`src/rtl/vga_timing_gen.sv`:
```
// Parametrised VGA raster timing generator: pixel/line counters with registered
// address, active-video, sync, line/frame strobes and a wrapping frame counter.
module vga_timing_gen #(
    parameter int   H_ACTIVE = 640,
    parameter int   H_FP     = 16,
    parameter int   H_PW     = 96,
    parameter int   H_BP     = 48,
    parameter int   V_ACTIVE = 480,
    parameter int   V_FP     = 10,
    parameter int   V_PW     = 2,
    parameter int   V_BP     = 29,
    parameter logic HS_POL   = 1'b0,
    parameter logic VS_POL   = 1'b0,
    parameter int   ADR_W    = 10,
    parameter int   FRM_W    = 8
) (
    input  logic             ckVideo,
    input  logic             rstVideo_n,
    input  logic             ceVideo,
    input  logic             run,
    output logic [ADR_W-1:0] adrHor,
    output logic [ADR_W-1:0] adrVer,
    output logic             flgActiveVideo,
    output logic             HS,
    output logic             VS,
    output logic             stbLine,
    output logic             stbFrame,
    output logic [FRM_W-1:0] cntFrame
);

    localparam int H_TOTAL = H_ACTIVE + H_FP + H_PW + H_BP;
    localparam int V_TOTAL = V_ACTIVE + V_FP + V_PW + V_BP;

    // Every boundary is below the total, which fits in ADR_W bits.
    localparam logic [ADR_W-1:0] H_LAST   = ADR_W'(H_TOTAL - 1);
    localparam logic [ADR_W-1:0] V_LAST   = ADR_W'(V_TOTAL - 1);
    localparam logic [ADR_W-1:0] H_ACT    = ADR_W'(H_ACTIVE);
    localparam logic [ADR_W-1:0] V_ACT    = ADR_W'(V_ACTIVE);
    localparam logic [ADR_W-1:0] HS_BEG   = ADR_W'(H_ACTIVE + H_FP);
    localparam logic [ADR_W-1:0] HS_END   = ADR_W'(H_ACTIVE + H_FP + H_PW - 1);
    localparam logic [ADR_W-1:0] VS_BEG   = ADR_W'(V_ACTIVE + V_FP);
    localparam logic [ADR_W-1:0] VS_END   = ADR_W'(V_ACTIVE + V_FP + V_PW - 1);

    logic [ADR_W-1:0] cntHor;
    logic [ADR_W-1:0] cntVer;
    logic             wrapHor;
    logic             wrapVer;
    logic             isActive;
    logic             hsOn;
    logic             vsOn;
    logic             atLineStart;
    logic             atFrameStart;

    always_comb begin
        wrapHor      = (cntHor == H_LAST);
        wrapVer      = (cntVer == V_LAST);
        isActive     = (cntHor < H_ACT) && (cntVer < V_ACT);
        hsOn         = (cntHor >= HS_BEG) && (cntHor <= HS_END);
        vsOn         = (cntVer >= VS_BEG) && (cntVer <= VS_END);
        atLineStart  = (cntHor == '0);
        atFrameStart = atLineStart && (cntVer == '0);
    end

    always_ff @(posedge ckVideo or negedge rstVideo_n) begin
        if (!rstVideo_n) begin
            cntHor         <= '0;
            cntVer         <= '0;
            adrHor         <= '0;
            adrVer         <= '0;
            flgActiveVideo <= 1'b0;
            HS             <= ~HS_POL;
            VS             <= ~VS_POL;
            stbLine        <= 1'b0;
            stbFrame       <= 1'b0;
            cntFrame       <= '0;
        end else if (!run) begin
            // Parked: blank everything regardless of the pixel enable, keep the frame count.
            cntHor         <= '0;
            cntVer         <= '0;
            adrHor         <= '0;
            adrVer         <= '0;
            flgActiveVideo <= 1'b0;
            HS             <= ~HS_POL;
            VS             <= ~VS_POL;
            stbLine        <= 1'b0;
            stbFrame       <= 1'b0;
        end else begin
            stbLine  <= ceVideo && atLineStart;
            stbFrame <= ceVideo && atFrameStart;
            if (ceVideo) begin
                adrHor         <= cntHor;
                adrVer         <= cntVer;
                flgActiveVideo <= isActive;
                HS             <= hsOn ? HS_POL : ~HS_POL;
                VS             <= vsOn ? VS_POL : ~VS_POL;
                if (wrapHor) begin
                    cntHor <= '0;
                    if (wrapVer) begin
                        cntVer   <= '0;
                        cntFrame <= cntFrame + FRM_W'(1);
                    end else begin
                        cntVer <= cntVer + ADR_W'(1);
                    end
                end else begin
                    cntHor <= cntHor + ADR_W'(1);
                end
            end
        end
    end

endmodule

```
`config.mk`:
```
export PLATFORM = sky130hd
export DESIGN_NAME = vga_timing_gen
export DESIGN_NICKNAME = d
export VERILOG_FILES = /design/src/rtl/vga_timing_gen.sv
export SDC_FILE = /design/constraint.sdc
export NUM_CORES = 1
export LEC_CHECK = 0
export ABC_AREA = 1
export ABC_CLOCK_PERIOD_IN_PS = 2400
export BUFFER_PORTS_ARGS = -buffer_cell sky130_fd_sc_hd__buf_2
export CELL_PAD_IN_SITES_DETAIL_PLACEMENT = 1
export CELL_PAD_IN_SITES_GLOBAL_PLACEMENT = 1
export CORE_MARGIN = 2
export CORE_UTILIZATION = 45
export CTS_CLUSTER_DIAMETER = 40
export DETAILED_ROUTE_END_ITERATION = 8
export GPL_TIMING_DRIVEN = 0
export PLACE_DENSITY_LB_ADDON = 0.1
export RECOVER_POWER = 50
export SLEW_MARGIN = 40
export SYNTH_ARGS = -nofsm -noshare
export SYNTH_HDL_FRONTEND = slang
export SYNTH_SLANG_ARGS = --single-unit
```
`constraint.sdc`:
```
create_clock -name ckVideo -period 2.4 [get_ports ckVideo]
set_input_delay 0.12 -clock ckVideo [delete_from_list [all_inputs] [get_ports ckVideo]]
set_output_delay 0.12 -clock ckVideo [all_outputs]
set_load 0.01 [all_outputs]
```
Word level (Yosys, flattened, before mapping)
Cells that the tools add are included.
{"block": "word_totals", "out_inout_bits": 33, "reg_bits": 53, "wordCells": 54, "inputBits": 4}
{"block": "op_classes", "mux": 21, "reduce_logical": 10, "n_addsub": 3, "order_cmp": 6, "eq_ne": 4}
{"op": "$mux W10", "count": 11}
{"op": "$add A10 B1 Y10 const B", "count": 2}
{"op": "$eq A10 B10 Y1 const B", "count": 2}
{"op": "$logic_not A10 Y1", "count": 2}
{"op": "$ge A10 B10 Y1 const B", "count": 1}
{"op": "$ge A10 B9 Y1 const B", "count": 1}
{"op": "$le A10 B10 Y1 const B", "count": 1}
{"op": "$le A10 B9 Y1 const B", "count": 1}
{"op": "$lt A10 B10 Y1 const B", "count": 1}
{"op": "$lt A10 B9 Y1 const B", "count": 1}
{"op": "$mux W1", "count": 10}
{"op": "$add A8 B1 Y8 const B", "count": 1}
{"op": "$logic_and A1 B1 Y1", "count": 6}
{"op": "$reduce_and A4 Y1", "count": 1}
{"op": "$ne A2 B1 Y1 const B", "count": 1}
{"op": "$ne A2 B2 Y1 const B", "count": 1}
{"op": "$reduce_and A2 Y1", "count": 1}

Depth between registers and ports, before layout
{"block": "depth", "ltp_word": 5, "ltp_mapped": 10, "depth_no_buf": 10}

Worst setup path after synthesis
Ideal clock, no wire load.
{"block": "synth_path", "path_kind": "register to register", "start": "register cntHor[0]", "end": "register cntFrame[2]", "synth_period_minus_slack_ns": 1.425, "setup_slack_ns": 0.975, "path_stages_with_launch": 11, "t_required_ns": 2.283, "path_buffers": 0, "arrival_time_ns": 1.308, "setup_time_ns": 0.117, "cell_sequence": "dfrtp_1 -> ha_1 -> inv_1 -> nor2_4 -> nand2_2 -> nor2_4 -> nand2_1 -> nor2_4 -> nand2_1 -> nand2_1 -> nand2_1"}
{"block": "synth_via", "elab_chain_len": 2}
{"item": "from (decl)", "line": "44", "rtl": "logic [ADR_W-1:0] cntHor;"}
{"item": "from (signal assigned)", "line": "105", "rtl": "cntHor <= cntHor + ADR_W'(1);"}
{"item": "$eq A10 B10 Y1", "line": "55", "rtl": "wrapHor = (cntHor == H_LAST);"}
{"item": "$reduce_and A4 Y1 (no source line)"}
{"item": "to (signal assigned)", "line": "100", "rtl": "cntFrame <= cntFrame + FRM_W'(1);"}
{"item": "to (decl)", "line": "28", "rtl": "output logic [FRM_W-1:0] cntFrame"}
Every way passes these cells.
A chain may end at the register's enable or synchronous reset.

Final worst setup path
{"block": "layout_path", "start": "register cntVer[0]", "end": "register cntFrame[5]"}
{"block": "layout_via", "elab_chain_len": 2}
{"item": "from (decl)", "line": "45", "rtl": "logic [ADR_W-1:0] cntVer;"}
{"item": "from (signal assigned)", "line": "102", "rtl": "cntVer <= cntVer + ADR_W'(1);"}
{"item": "$eq A10 B10 Y1", "line": "56", "rtl": "wrapVer = (cntVer == V_LAST);"}
{"item": "$reduce_and A4 Y1 (no source line)"}
Every way passes these cells.

==> flow_metrics.tcl <==
set metrics [dict create \
    drv_slew 0 \
    cts_sinks 53 \
    ios 37 \
    critPathBufInv 1 \
    clockBufferDepth 2 \
    antenna_found_initial 0 \
    power.total_w 0.00152 \
    design_area_mm2 0.00298 \
    rr_endpoint "cntFrame[5]" \
    cp-end-kind "flop" \
    htree_num_levels 2 \
    cpLargestDelayFamily "simple AND/OR/NAND/NOR gates" \
    port_buffers 36 \
    dpl.hpwl_mm 5.25 \
    clk_latency_ns 0.32 \
    rows 27 \
    syn_to_final_growth_pct 13.2 \
    dieArea_mm2 0.00647 \
    yosysSeqAreaShare_pct 50.6 \
    final_common_cell "nand2_1" \
    cpMaxStageDelayCell "dfrtp_1" \
    drc 0 \
    crit_start "cntVer[0]" \
    status "finished clean" \
    r2r_slack_ns 0.59 \
    p_int_w 0.00113 \
    drv_cap 0 \
    layout.nets 375 \
    grt_pass1_wl_mm 11.9 \
    wire_per_inst_um 16.1 \
    root_buffer "clkbuf_8" \
    synth_top_area_share_pct 48.6 \
    wl_mm 7.08 \
    combPwrFrac_pct 5.3 \
    period_needed_ns 1.81 \
    hold_depth 4 \
    synthCells 322 \
    slowest_delay_ns 0.48 \
    yosysWarnings 0 \
    post-route-util_pct 53.4 \
    cts_buffers 5 \
    cp-start-kind "flop" \
    via_per_inst 5.33 \
    gp_congestion 0.935 \
    criticalPathCategory "flop to flop" \
    worstPathMaxFanout 7 \
    worstHoldStart "ceVideo" \
    peakVddDrop_mv 0.372 \
    finalSetupViolCount 0 \
    ctsHoldBuffers 1 \
    core-area_mm2 0.00557 \
    dr.pass1.iters 4 \
    switching_share_pct 26.1 \
    hold_viol_final 0 \
    period_share_pct 75.6 \
    die_x_um 80.4 \
    drive_gt1_share_pct 13.1 \
    grt_usage_pct 24.4 \
    rsz0062_at_grt "no" \
    clock.fmax_mhz 551 \
    cts-resized-gates 0 \
    drtIter0Drc 91 \
    whs_endpoint "cntVer[9]" \
    drt.antenna.violating_nets 0 \
    vias 2338 \
    final_cell_mix "87 x nand2_1, 51 x dfrtp_1, 38 x o21ai_0" \
    power_density_mw_per_mm2 511 \
    start_util_pct 47.1 \
    post-cts-setup-buffers 0 \
    cpMostUsedCell "nand2_1" \
    globalRouteOverflowTotal 0 \
    finClkSkew_ns 0.0103 \
    r2r-start "cntVer[0]" \
    p_switching_w 0.000396 \
    fin_setup_tns_ns 0 \
    slew_headroom_pct 12.1 \
    synth.cell_area_mm2 0.00263 \
    clk_pin_slew_ns 0.10 \
    synth_seq_cells 53 \
    grt_max_degree 54 \
    cts_tree "done" \
    worstPathArrival_ns 2.03 \
    grt_pass1_vias 2515 \
    clockPowerShare_pct 35.2 \
    pwr-share-seq_pct 59.5 \
    crit_chain "inv_1 > ha_1 > nand2_1 > nor2_1 > nand3_1 > nor2_4 > nand2_1 > nand2_1 > nand2_1" \
    synthTopCellsByArea "dfrtp_1 49%, nand2_1 12%, o21ai_0 7.2%" \
    reg2reg_depth 9 \
    worstMarginPinSlew_ns 1.32 \
    worst-endpoint-required_ns 2.62 \
    hold_class "input port to flop" \
    avgSynthCellArea_um2 8.16 \
    insertedDiodeCount 0 \
    yosys.area.top_type "dfrtp_1" \
    synth_nets 331 \
    placed_area_mm2 0.00290 \
    fp.dieH_um 80.4 \
    leakagePower_nw 1.41 \
    synthDistinctLibCells 27 \
]
area by class of cell:
type	count	area [um^2]
Fill cell	721	2600
Sequential cell	53	1330
Multi-Input combinational cell	232	1140
Timing Repair Buffer	37	175
Inverter	31	116
Tap cell	72	90.1
Clock buffer	5	68.8
Buffer	6	31.3
Clock inverter	3	21.3
Yosys cell counts, drive strengths merged:
cell type	instances
nand3	31
xnor2	3
nor3	7
ha	5
a31oi	1
clkbuf	4
o2bb2ai	1
nand2	90
nand4	9
dfrtp	51
a211oi	1
a21oi	2
o21ai	38
dfstp	2
buf	2
nand3b	2
xor2	4
nor2	35
inv	31
nor3b	2
or2	1
power by group through the flow:
stage                     clock network (W)  registers (W)  logic [W]
after CTS                          0.000551       0.000905  0.0000865
after floorplan                           0       0.000925  0.0000348
after detailed placement                  0       0.000923  0.0000849
after global routing               0.000590       0.000907  0.0000930
final                              0.000536       0.000905  0.0000806
after global placement                    0       0.000922  0.0000816
worst reg2reg max path, stage by stage (launching register included):
cell	delay, ns
dfrtp_1	0.48
inv_1	0.16
ha_1	0.22
nand2_1	0.07
nor2_1	0.18
nand3_1	0.17
nor2_4	0.23
nand2_1	0.08
nand2_1	0.07
nand2_1	0.06
flip-flops by register name (all words and copies together) (netlist names):
register and cells:
stbFrame 1, adrVer 10, flgActiveVideo 1, stbLine 1, adrHor 10, cntVer 10, cntFrame 8, VS 1
HS 1, cntHor 10
cell families after synthesis:
logic type	synth area share [%]
xor gates and xnor gates	2.33
adders and majority gates	2.38
buffers and inverters	5.62
AOI/OAI and AO/OA	8.48
DFF	50.6
and+or+nand+nor	30.6
layer usage:
layer / part of all wire (%) / vias to the layer above / track usage (%) / wire [um]
li1: - / 1135 / - / -
met1: 43 / 1158 / 29.2 / 3050
met2: 53 / 36 / 43.6 / 3740
met3: 2.1 / 9 / 4.27 / 150
met4: 2.0 / 0 / 8.81 / 140
met5: 0 / - / 0 / 0
worst max path at each step:
| stage | cells after the start | slack [ns] | endpoint |
|---|---|---|---|
| detailed placement | 9 | 0.61 | cntFrame[5] |
| global route | 9 | 0.38 | cntFrame[7] |
| global placement | 9 | 0.67 | cntFrame[1] |
| CTS | 9 | 0.59 | cntFrame[5] |
| finish | 9 | 0.59 | cntFrame[5] |
| floorplan | 10 | 0.97 | cntFrame[2] |
metrics by stage:
stage	setup slack [ns]	cells	hold slack (ns)
after floorplan	0.975	322	-0.176
after global routing	0.380	439	0.219
after detailed placement	0.614	430	0.207
after CTS	0.593	439	0.155
after global placement	0.673	430	0.434
final	0.586	439	0.206
No activity file was read; power rests on OpenSTA's default activity.
